## src/rtl/ps2_pkg.sv

```systemverilog
// Shared PS/2 definitions: transmit FSM states, frame sizes, odd parity
// and the common host command bytes. Used by the TX block and its bench.
package ps2_pkg;

   localparam int PS2_FRAME_BITS = 11;
   localparam int PS2_DATA_BITS  = 8;

   localparam logic [7:0] PS2_CMD_SET_LEDS = 8'hED;
   localparam logic [7:0] PS2_CMD_ENABLE   = 8'hF4;
   localparam logic [7:0] PS2_ACK          = 8'hFA;

   typedef enum logic [2:0] {
      ST_IDLE,
      ST_INHIBIT,
      ST_SEND,
      ST_ACK,
      ST_WAIT_IDLE
   } ps2_tx_state_e;

   // 1 when the byte holds an even number of ones, so the
   // nine bits {parity, data} always carry an odd count.
   function automatic logic odd_parity(
      input logic [PS2_DATA_BITS-1:0] d
   );
      return ~^d;
   endfunction

endpackage

```

## src/rtl/ps2_host_tx_if.sv

```systemverilog
// Byte handshake into the PS/2 transmitter.
// Ports: tx_data (byte), tx_valid (byte present), tx_ready (idle/accepting).
interface ps2_host_tx_if;

   logic [7:0] tx_data;
   logic       tx_valid;
   logic       tx_ready;

   modport master (
      output tx_data,
      output tx_valid,
      input  tx_ready
   );

   modport slave (
      input  tx_data,
      input  tx_valid,
      output tx_ready
   );

endinterface

```

## src/rtl/ps2_line_sync.sv

```systemverilog
// PS/2 pad conditioning: 2-flop synchronizers, optional clock filter
// (PS2_HOST_TX_FILTER_EN) and clock falling-edge strobe.
// Ports: i_clk, i_reset, i_ps2_clk, i_ps2_data (raw pads);
//        o_clk_s, o_data_s (conditioned levels), o_clk_fall (1-cycle strobe).
module ps2_line_sync (
   input  logic i_clk,
   input  logic i_reset,
   input  logic i_ps2_clk,
   input  logic i_ps2_data,
   output logic o_clk_s,
   output logic o_data_s,
   output logic o_clk_fall
);

   logic r_clk_meta;
   logic r_clk_sync;
   logic r_data_meta;
   logic r_data_sync;
   logic r_clk_prev;
   logic w_clk_src;

   // Idle bus is high, so the chain resets to 1 and never
   // reports a spurious fall when reset is released.
   always_ff @(posedge i_clk) begin
      if (i_reset) begin
         r_clk_meta  <= 1'b1;
         r_clk_sync  <= 1'b1;
         r_data_meta <= 1'b1;
         r_data_sync <= 1'b1;
      end else begin
         r_clk_meta  <= i_ps2_clk;
         r_clk_sync  <= r_clk_meta;
         r_data_meta <= i_ps2_data;
         r_data_sync <= r_data_meta;
      end
   end

`ifdef PS2_HOST_TX_FILTER_EN
   logic [3:0] r_hist;
   logic       r_clk_filt;

   // Output follows only after four identical samples in a row;
   // shorter pulses leave the filtered level untouched.
   always_ff @(posedge i_clk) begin
      if (i_reset) begin
         r_hist     <= 4'hF;
         r_clk_filt <= 1'b1;
      end else begin
         r_hist <= {r_hist[2:0], r_clk_sync};
         if (&r_hist) begin
            r_clk_filt <= 1'b1;
         end else if (~|r_hist) begin
            r_clk_filt <= 1'b0;
         end
      end
   end

   assign w_clk_src = r_clk_filt;
`else
   assign w_clk_src = r_clk_sync;
`endif

   always_ff @(posedge i_clk) begin
      if (i_reset) begin
         r_clk_prev <= 1'b1;
      end else begin
         r_clk_prev <= w_clk_src;
      end
   end

   assign o_clk_s    = w_clk_src;
   assign o_data_s   = r_data_sync;
   assign o_clk_fall = r_clk_prev & ~w_clk_src;

endmodule

```

## src/rtl/ps2_host_tx.sv

```systemverilog
// Host-to-device PS/2 transmitter: inhibit, request-to-send, 8 data bits
// LSB first, odd parity, stop, then device ACK check, with a timeout.
// Ports: clk, reset (sync, active high); tx_if (slave: tx_data/tx_valid/
//   tx_ready); ps2_clk_in/ps2_data_in raw pads; ps2_clk_oe/ps2_data_oe
//   (1 = pull low); busy; done, ack_err, timeout_err one-cycle pulses.
// Option: PS2_HOST_TX_FILTER_EN adds a 4-sample filter on the PS/2 clock.
module ps2_host_tx
   import ps2_pkg::*;
#(
   parameter int CLK_HZ         = 50_000_000,
   parameter int INHIBIT_CYCLES = 6000,
   parameter int TIMEOUT_CYCLES = 750_000
) (
   input  logic           clk,
   input  logic           reset,
   ps2_host_tx_if.slave   tx_if,
   input  logic           ps2_clk_in,
   input  logic           ps2_data_in,
   output logic           ps2_clk_oe,
   output logic           ps2_data_oe,
   output logic           busy,
   output logic           done,
   output logic           ack_err,
   output logic           timeout_err
);

   localparam int CNT_MAX = (INHIBIT_CYCLES > TIMEOUT_CYCLES) ?
                            INHIBIT_CYCLES : TIMEOUT_CYCLES;
   localparam int CW      = $clog2(CNT_MAX + 1);

   localparam logic [CW-1:0] INH_LAST = CW'(INHIBIT_CYCLES - 1);
   localparam logic [CW-1:0] INH_RTS  = CW'(INHIBIT_CYCLES - 2);
   localparam logic [CW-1:0] TO_LAST  = CW'(TIMEOUT_CYCLES - 1);
   localparam logic [3:0]    STOP_IDX = 4'(PS2_DATA_BITS + 1);

   if (INHIBIT_CYCLES < 2 || TIMEOUT_CYCLES < 2 || CLK_HZ < 1)
   begin : g_bad_param
      $error("ps2_host_tx: invalid parameters");
   end

   ps2_tx_state_e r_state;
   logic [CW-1:0] r_cnt;
   logic [8:0]    r_shift;
   logic [3:0]    r_bit_idx;
   logic          r_clk_oe;
   logic          r_data_oe;
   logic          r_ready;
   logic          r_done;
   logic          r_ack_err;
   logic          r_timeout_err;
   logic          r_ack_bad;

   logic w_clk_s;
   logic w_data_s;
   logic w_fall;
   logic w_timeout;

   ps2_line_sync u_sync (
      .i_clk      (clk),
      .i_reset    (reset),
      .i_ps2_clk  (ps2_clk_in),
      .i_ps2_data (ps2_data_in),
      .o_clk_s    (w_clk_s),
      .o_data_s   (w_data_s),
      .o_clk_fall (w_fall)
   );

   // The timeout covers everything after the clock is released.
   assign w_timeout = (r_state == ST_SEND ||
                       r_state == ST_ACK  ||
                       r_state == ST_WAIT_IDLE) &&
                      (r_cnt == TO_LAST);

   always_ff @(posedge clk) begin
      if (reset) begin
         r_state       <= ST_IDLE;
         r_cnt         <= '0;
         r_shift       <= '0;
         r_bit_idx     <= '0;
         r_clk_oe      <= 1'b0;
         r_data_oe     <= 1'b0;
         r_ready       <= 1'b1;
         r_done        <= 1'b0;
         r_ack_err     <= 1'b0;
         r_timeout_err <= 1'b0;
         r_ack_bad     <= 1'b0;
      end else begin
         r_done        <= 1'b0;
         r_ack_err     <= 1'b0;
         r_timeout_err <= 1'b0;
         if (w_timeout) begin
            r_clk_oe      <= 1'b0;
            r_data_oe     <= 1'b0;
            r_done        <= 1'b1;
            r_timeout_err <= 1'b1;
            r_ready       <= 1'b1;
            r_state       <= ST_IDLE;
         end else begin
            unique case (r_state)
               ST_IDLE: begin
                  r_clk_oe  <= 1'b0;
                  r_data_oe <= 1'b0;
                  r_ready   <= 1'b1;
                  if (tx_if.tx_valid && r_ready) begin
                     r_shift  <= {odd_parity(tx_if.tx_data),
                                  tx_if.tx_data};
                     r_cnt    <= '0;
                     r_clk_oe <= 1'b1;
                     r_ready  <= 1'b0;
                     r_state  <= ST_INHIBIT;
                  end
               end
               ST_INHIBIT: begin
                  // Start bit goes low one cycle before the clock
                  // is released, giving the one-cycle overlap.
                  if (r_cnt == INH_LAST) begin
                     r_clk_oe  <= 1'b0;
                     r_cnt     <= '0;
                     r_bit_idx <= '0;
                     r_state   <= ST_SEND;
                  end else begin
                     r_cnt <= r_cnt + 1'b1;
                     if (r_cnt == INH_RTS) begin
                        r_data_oe <= 1'b1;
                     end
                  end
               end
               ST_SEND: begin
                  r_cnt <= r_cnt + 1'b1;
                  if (w_fall) begin
                     if (r_bit_idx == STOP_IDX) begin
                        r_data_oe <= 1'b0;
                        r_state   <= ST_ACK;
                     end else begin
                        r_data_oe <= ~r_shift[0];
                        r_shift   <= {1'b0, r_shift[8:1]};
                        r_bit_idx <= r_bit_idx + 1'b1;
                     end
                  end
               end
               ST_ACK: begin
                  r_cnt <= r_cnt + 1'b1;
                  if (w_fall) begin
                     r_ack_bad <= w_data_s;
                     r_state   <= ST_WAIT_IDLE;
                  end
               end
               ST_WAIT_IDLE: begin
                  r_cnt <= r_cnt + 1'b1;
                  if (w_clk_s && w_data_s) begin
                     r_done    <= 1'b1;
                     r_ack_err <= r_ack_bad;
                     r_ready   <= 1'b1;
                     r_state   <= ST_IDLE;
                  end
               end
               default: begin
                  r_clk_oe  <= 1'b0;
                  r_data_oe <= 1'b0;
                  r_ready   <= 1'b1;
                  r_state   <= ST_IDLE;
               end
            endcase
         end
      end
   end

   assign tx_if.tx_ready = r_ready;
   assign busy           = ~r_ready;
   assign ps2_clk_oe     = r_clk_oe;
   assign ps2_data_oe    = r_data_oe;
   assign done           = r_done;
   assign ack_err        = r_ack_err;
   assign timeout_err    = r_timeout_err;

endmodule

```

## src/flat_wrapper.sv

```systemverilog
// flat-port wrapper written by rule: the top's interface ports become plain ports
module ps2_host_tx_flat import ps2_pkg::*;
#(
   parameter int CLK_HZ         = 50_000_000,
   parameter int INHIBIT_CYCLES = 6000,
   parameter int TIMEOUT_CYCLES = 750_000
)
  (clk, reset, ps2_clk_in, ps2_data_in, ps2_clk_oe, ps2_data_oe, busy, done, ack_err, timeout_err, tx_if_tx_data, tx_if_tx_valid, tx_if_tx_ready);
  ps2_host_tx_if tx_if_i ();
  input  logic clk;
  input  logic reset;
  input  logic ps2_clk_in;
  input  logic ps2_data_in;
  output logic ps2_clk_oe;
  output logic ps2_data_oe;
  output logic busy;
  output logic done;
  output logic ack_err;
  output logic timeout_err;
  input wire logic [$bits(tx_if_i.tx_data)-1:0] tx_if_tx_data;
  input wire logic [$bits(tx_if_i.tx_valid)-1:0] tx_if_tx_valid;
  output wire logic [$bits(tx_if_i.tx_ready)-1:0] tx_if_tx_ready;
  assign tx_if_i.tx_data = tx_if_tx_data;
  assign tx_if_i.tx_valid = tx_if_tx_valid;
  assign tx_if_tx_ready = tx_if_i.tx_ready;
  ps2_host_tx #(.CLK_HZ(CLK_HZ), .INHIBIT_CYCLES(INHIBIT_CYCLES), .TIMEOUT_CYCLES(TIMEOUT_CYCLES)) u_core (.clk(clk), .reset(reset), .tx_if(tx_if_i), .ps2_clk_in(ps2_clk_in), .ps2_data_in(ps2_data_in), .ps2_clk_oe(ps2_clk_oe), .ps2_data_oe(ps2_data_oe), .busy(busy), .done(done), .ack_err(ack_err), .timeout_err(timeout_err));
endmodule
```

## config.mk

```make
export PLATFORM = sky130hd
export DESIGN_NAME = ps2_host_tx_flat
export DESIGN_NICKNAME = d
export VERILOG_FILES = /design/src/rtl/ps2_pkg.sv /design/src/rtl/ps2_host_tx_if.sv /design/src/rtl/ps2_line_sync.sv /design/src/rtl/ps2_host_tx.sv /design/src/flat_wrapper.sv
export SDC_FILE = /design/constraint.sdc
export NUM_CORES = 1
export LEC_CHECK = 0
export CELL_PAD_IN_SITES_DETAIL_PLACEMENT = 1
export CELL_PAD_IN_SITES_GLOBAL_PLACEMENT = 1
export CORE_UTILIZATION = 40
export DETAILED_ROUTE_END_ITERATION = 10
export DONT_BUFFER_PORTS = 1
export GPL_ROUTABILITY_DRIVEN = 1
export PLACE_DENSITY = 0.79
export SETUP_SLACK_MARGIN = 0.02
export SYNTH_ARGS = -nofsm -noshare
export SYNTH_HDL_FRONTEND = slang
export SYNTH_SLANG_ARGS = --single-unit
```

## constraint.sdc

```tcl
create_clock -name clk -period 2.13 [get_ports clk]
set_input_delay 0.426 -clock clk [delete_from_list [all_inputs] [get_ports clk]]
set_output_delay 0.426 -clock clk [all_outputs]
set_load 0.02 [all_outputs]
```

==> results.sh <==
export IMPL_hold_path_class="in -> reg"
export IMPL_p_leak_nw=1.08
export IMPL_wl_per_cell_um=18.2
export IMPL_die_y_um=82.8
export IMPL_netlist_area_um2=2610
export IMPL_worst_slack_ps=77.1
export IMPL_via_count=2463
export IMPL_layout_common_cells="dfxtp_1, buf_4, nor2_1, a21oi_1, nand2_1"
export IMPL_final_cells=408
export IMPL_fmax_ghz=0.487
export IMPL_synthesis_instances=308
export IMPL_synth_edff_count=0
export IMPL_drv_slew=0
export IMPL_root_buffer="clkbuf_8"
export IMPL_dieWidth_um=82.8
export IMPL_numCtsBuffers=5
export IMPL_path_class="reg -> reg"
export IMPL_cts_tree="done"
export IMPL_powerDensity_nw_per_um2=643
export IMPL_drive_gt1_share_pct=19.0
export IMPL_avgViaCountPerCell=6.04
export IMPL_ant_nets=0
export IMPL_area_growth_pct=16.6
export IMPL_syn_nets=325
export IMPL_final_common_cell="dfxtp_1"
export IMPL_fin_util_pct=48.3
export IMPL_grt_busiest_layer="met2"
export IMPL_seq_area_um2=963
export IMPL_cts_buffer_depth=2
export IMPL_grt_start_max_net_pins=25
export IMPL_rows=29
export IMPL_nNetsFinal=347
export IMPL_fillers=763
export IMPL_multi_input_area_um2=1570
export IMPL_grt_pass1_vias=2515
export IMPL_grt_pass1_wl_mm=12.3
export IMPL_switchingPower_mw=0.465
export IMPL_core_area_um2=6310
export IMPL_finalSetupViolations=0
export IMPL_ios=20
export IMPL_gp_routability_congestion=0.839
export IMPL_drt_iter0_drc=108
export IMPL_grt_use_total_pct=22.0
export IMPL_routed_wl_mm=7.42
export IMPL_n_antenna_cell=0
export IMPL_dpl_hpwl_mm=5.35
export IMPL_cap_viol_max_count=0
export IMPL_crit_fanout=5
export IMPL_async_flop_share_pct=0
export IMPL_drcViolationCount=0
export IMPL_yosysWarnings=0
export IMPL_numPortBuffers=0
export IMPL_endpoint_kind="flip-flop"
export IMPL_seqPwrFrac_pct=48.6
export IMPL_firstDrtPassIters=4
export IMPL_netlist_cell_type_count=58
export IMPL_clock_sinks=48
export IMPL_cp_arrival_ps=2240
export IMPL_use_met1_pct=25.9
export IMPL_met2_usage_pct=38.7
export IMPL_p_sw_share_pct=23.7
export IMPL_vdd_drop_max_mv=0.447
export IMPL_yosysSeqAreaShare_pct=36.8
export IMPL_die_area_um2=6860
export IMPL_comb_power_share_pct=10.5
export IMPL_tightest_slew_ps=567
export IMPL_ys_ff_latch=48
export IMPL_clock_power_share_pct=40.9
export IMPL_placed_cells=400
export IMPL_cts_htree_levels=2
export IMPL_layout_min_cycle_time_ps=2050
export IMPL_avgSynthCellArea_um2=8.48
export IMPL_hold_viol=0
export IMPL_intPower_mw=1.49
export IMPL_slew_headroom_pct=62.0
export IMPL_grtUsageMet3_pct=4.08
export IMPL_grt_overflow=0
export IMPL_rsz0062_at_grt="true"
export IMPL_status="completed"
export IMPL_antenna_found_initial=0
export IMPL_skew_ps=16.0
export IMPL_synthFlopType="dfxtp_1"
export IMPL_worstSetupStartpointType="flip-flop"
export IMPL_pre_cts_slack_ps=62.9
export IMPL_timing_final_crit_share_pct=96.4
export IMPL_fin_setup_tns_ps=0
export IMPL_initial_utilization_pct=41.4
export IMPL_path_clk_slew_ps=100
export IMPL_critical_path_required_ps=2320
export IMPL_insertion_delay_ps=310
[flip-flops by register name, summed over array words and instances (netlist names), 3 cells and up]
name / cells
u_core.r_bit_idx: 4
u_core.r_cnt: 20
u_core.r_shift: 9
u_core.r_state: 3
[per-stage QoR]
step           area [um2]  hold slack, ps  total power [mW]
2_1_floorplan        2610             389              1.11
6_report             3050             177              1.96
5_1_grt              3050             161              2.03
3_5_place_dp         2860             399              1.17
4_1_cts              3000             169              1.97
3_3_place_gp         2860             393              1.16
[critical path: stages (launching register included)]
cell	delay [ps]
dfxtp_1	340
or3_2	510
nor4_4	350
a21oi_4	130
nor3_4	250
mux2_2	360
[area by class of cell]
| class | instances | share of cell area (%) |
|---|---|---|
| clock buffer | 5 | 2.26 |
| clock inverter | 3 | 2.26 |
| timing repair buffer | 31 | 8.05 |
| multi-input combinational | 236 | 51.7 |
| inverter | 8 | 0.986 |
| tap | 77 | 3.16 |
| sequential | 48 | 31.6 |
[power groups by stage]
stage                     clock (mW)  sequential, mW  combinational, mW
after floorplan                    0           0.971              0.143
after global placement             0           0.970              0.193
after detailed placement           0           0.971              0.202
after CTS                      0.817           0.952              0.205
after global routing           0.847           0.955              0.225
final                          0.801           0.952              0.206
[synth_stat cells (5+ instances only)]
master | number | share of area [%]
o31ai_1 | 5 | 1.4
o21ai_0 | 18 | 3.4
a311oi_1 | 9 | 3.0
a21oi_1 | 24 | 4.6
nand2_1 | 23 | 3.3
nor3_1 | 5 | 0.96
clkbuf_1 | 7 | 1.0
mux2i_1 | 10 | 3.8
and3_1 | 6 | 1.4
or2_2 | 5 | 1.2
nand4_1 | 10 | 2.4
xnor2_1 | 13 | 4.4
inv_1 | 8 | 1.1
nor2_1 | 25 | 3.6
or3_1 | 8 | 1.9
dfxtp_1 | 48 | 37
nand3_1 | 13 | 2.5
[layer usage]
metal	share of wire, %	up-vias
met5	0	-
met4	2.9	0
met3	3.1	19
met2	50	46
met1	44	1216
li1	-	1182
[path summary, 6_finish.rpt]
kind | cells past startpoint | slack [ps] | end | start
min reg2reg | 1 | 420 | u_core.u_sync.o_clk_s$_SDFF_PP1_ | u_core.u_sync.r_clk_meta$_SDFF_PP1_
max reg2reg | 5 | 80 | u_core.r_bit_idx[1]$_SDFFE_PP0P_ | u_core.r_cnt[14]$_SDFFE_PP0P_
min | 1 | 180 | u_core.r_ack_bad$_SDFFE_PP0P_ | reset
max | 5 | 80 | u_core.r_bit_idx[1]$_SDFFE_PP0P_ | u_core.r_cnt[14]$_SDFFE_PP0P_
[repair_timing]
| item | in CTS | in global routing |
|---|---|---|
| endpoints found under the setup margin | 0 | 16 |
| resized for setup | 0 | 10 |
| buffers inserted | 0 | 0 |
| hold buffers | 0 | 0 |
[kinds of logic (layout without fill, tap and decap cells)]
| group | count (synthesis) | after routing | synth area share, % |
|---|---|---|---|
| compound gates | 74 | 74 | 18.1 |
| xor+xnor | 15 | 15 | 5.03 |
| fa+ha+maj | 4 | 4 | 1.92 |
| buf+inv | 24 | 47 | 4.65 |
| flops | 48 | 48 | 36.8 |
| mux | 11 | 11 | 4.26 |
| simple gates | 132 | 132 | 29.3 |
Note: power is estimated with default switching activity, not from simulation.
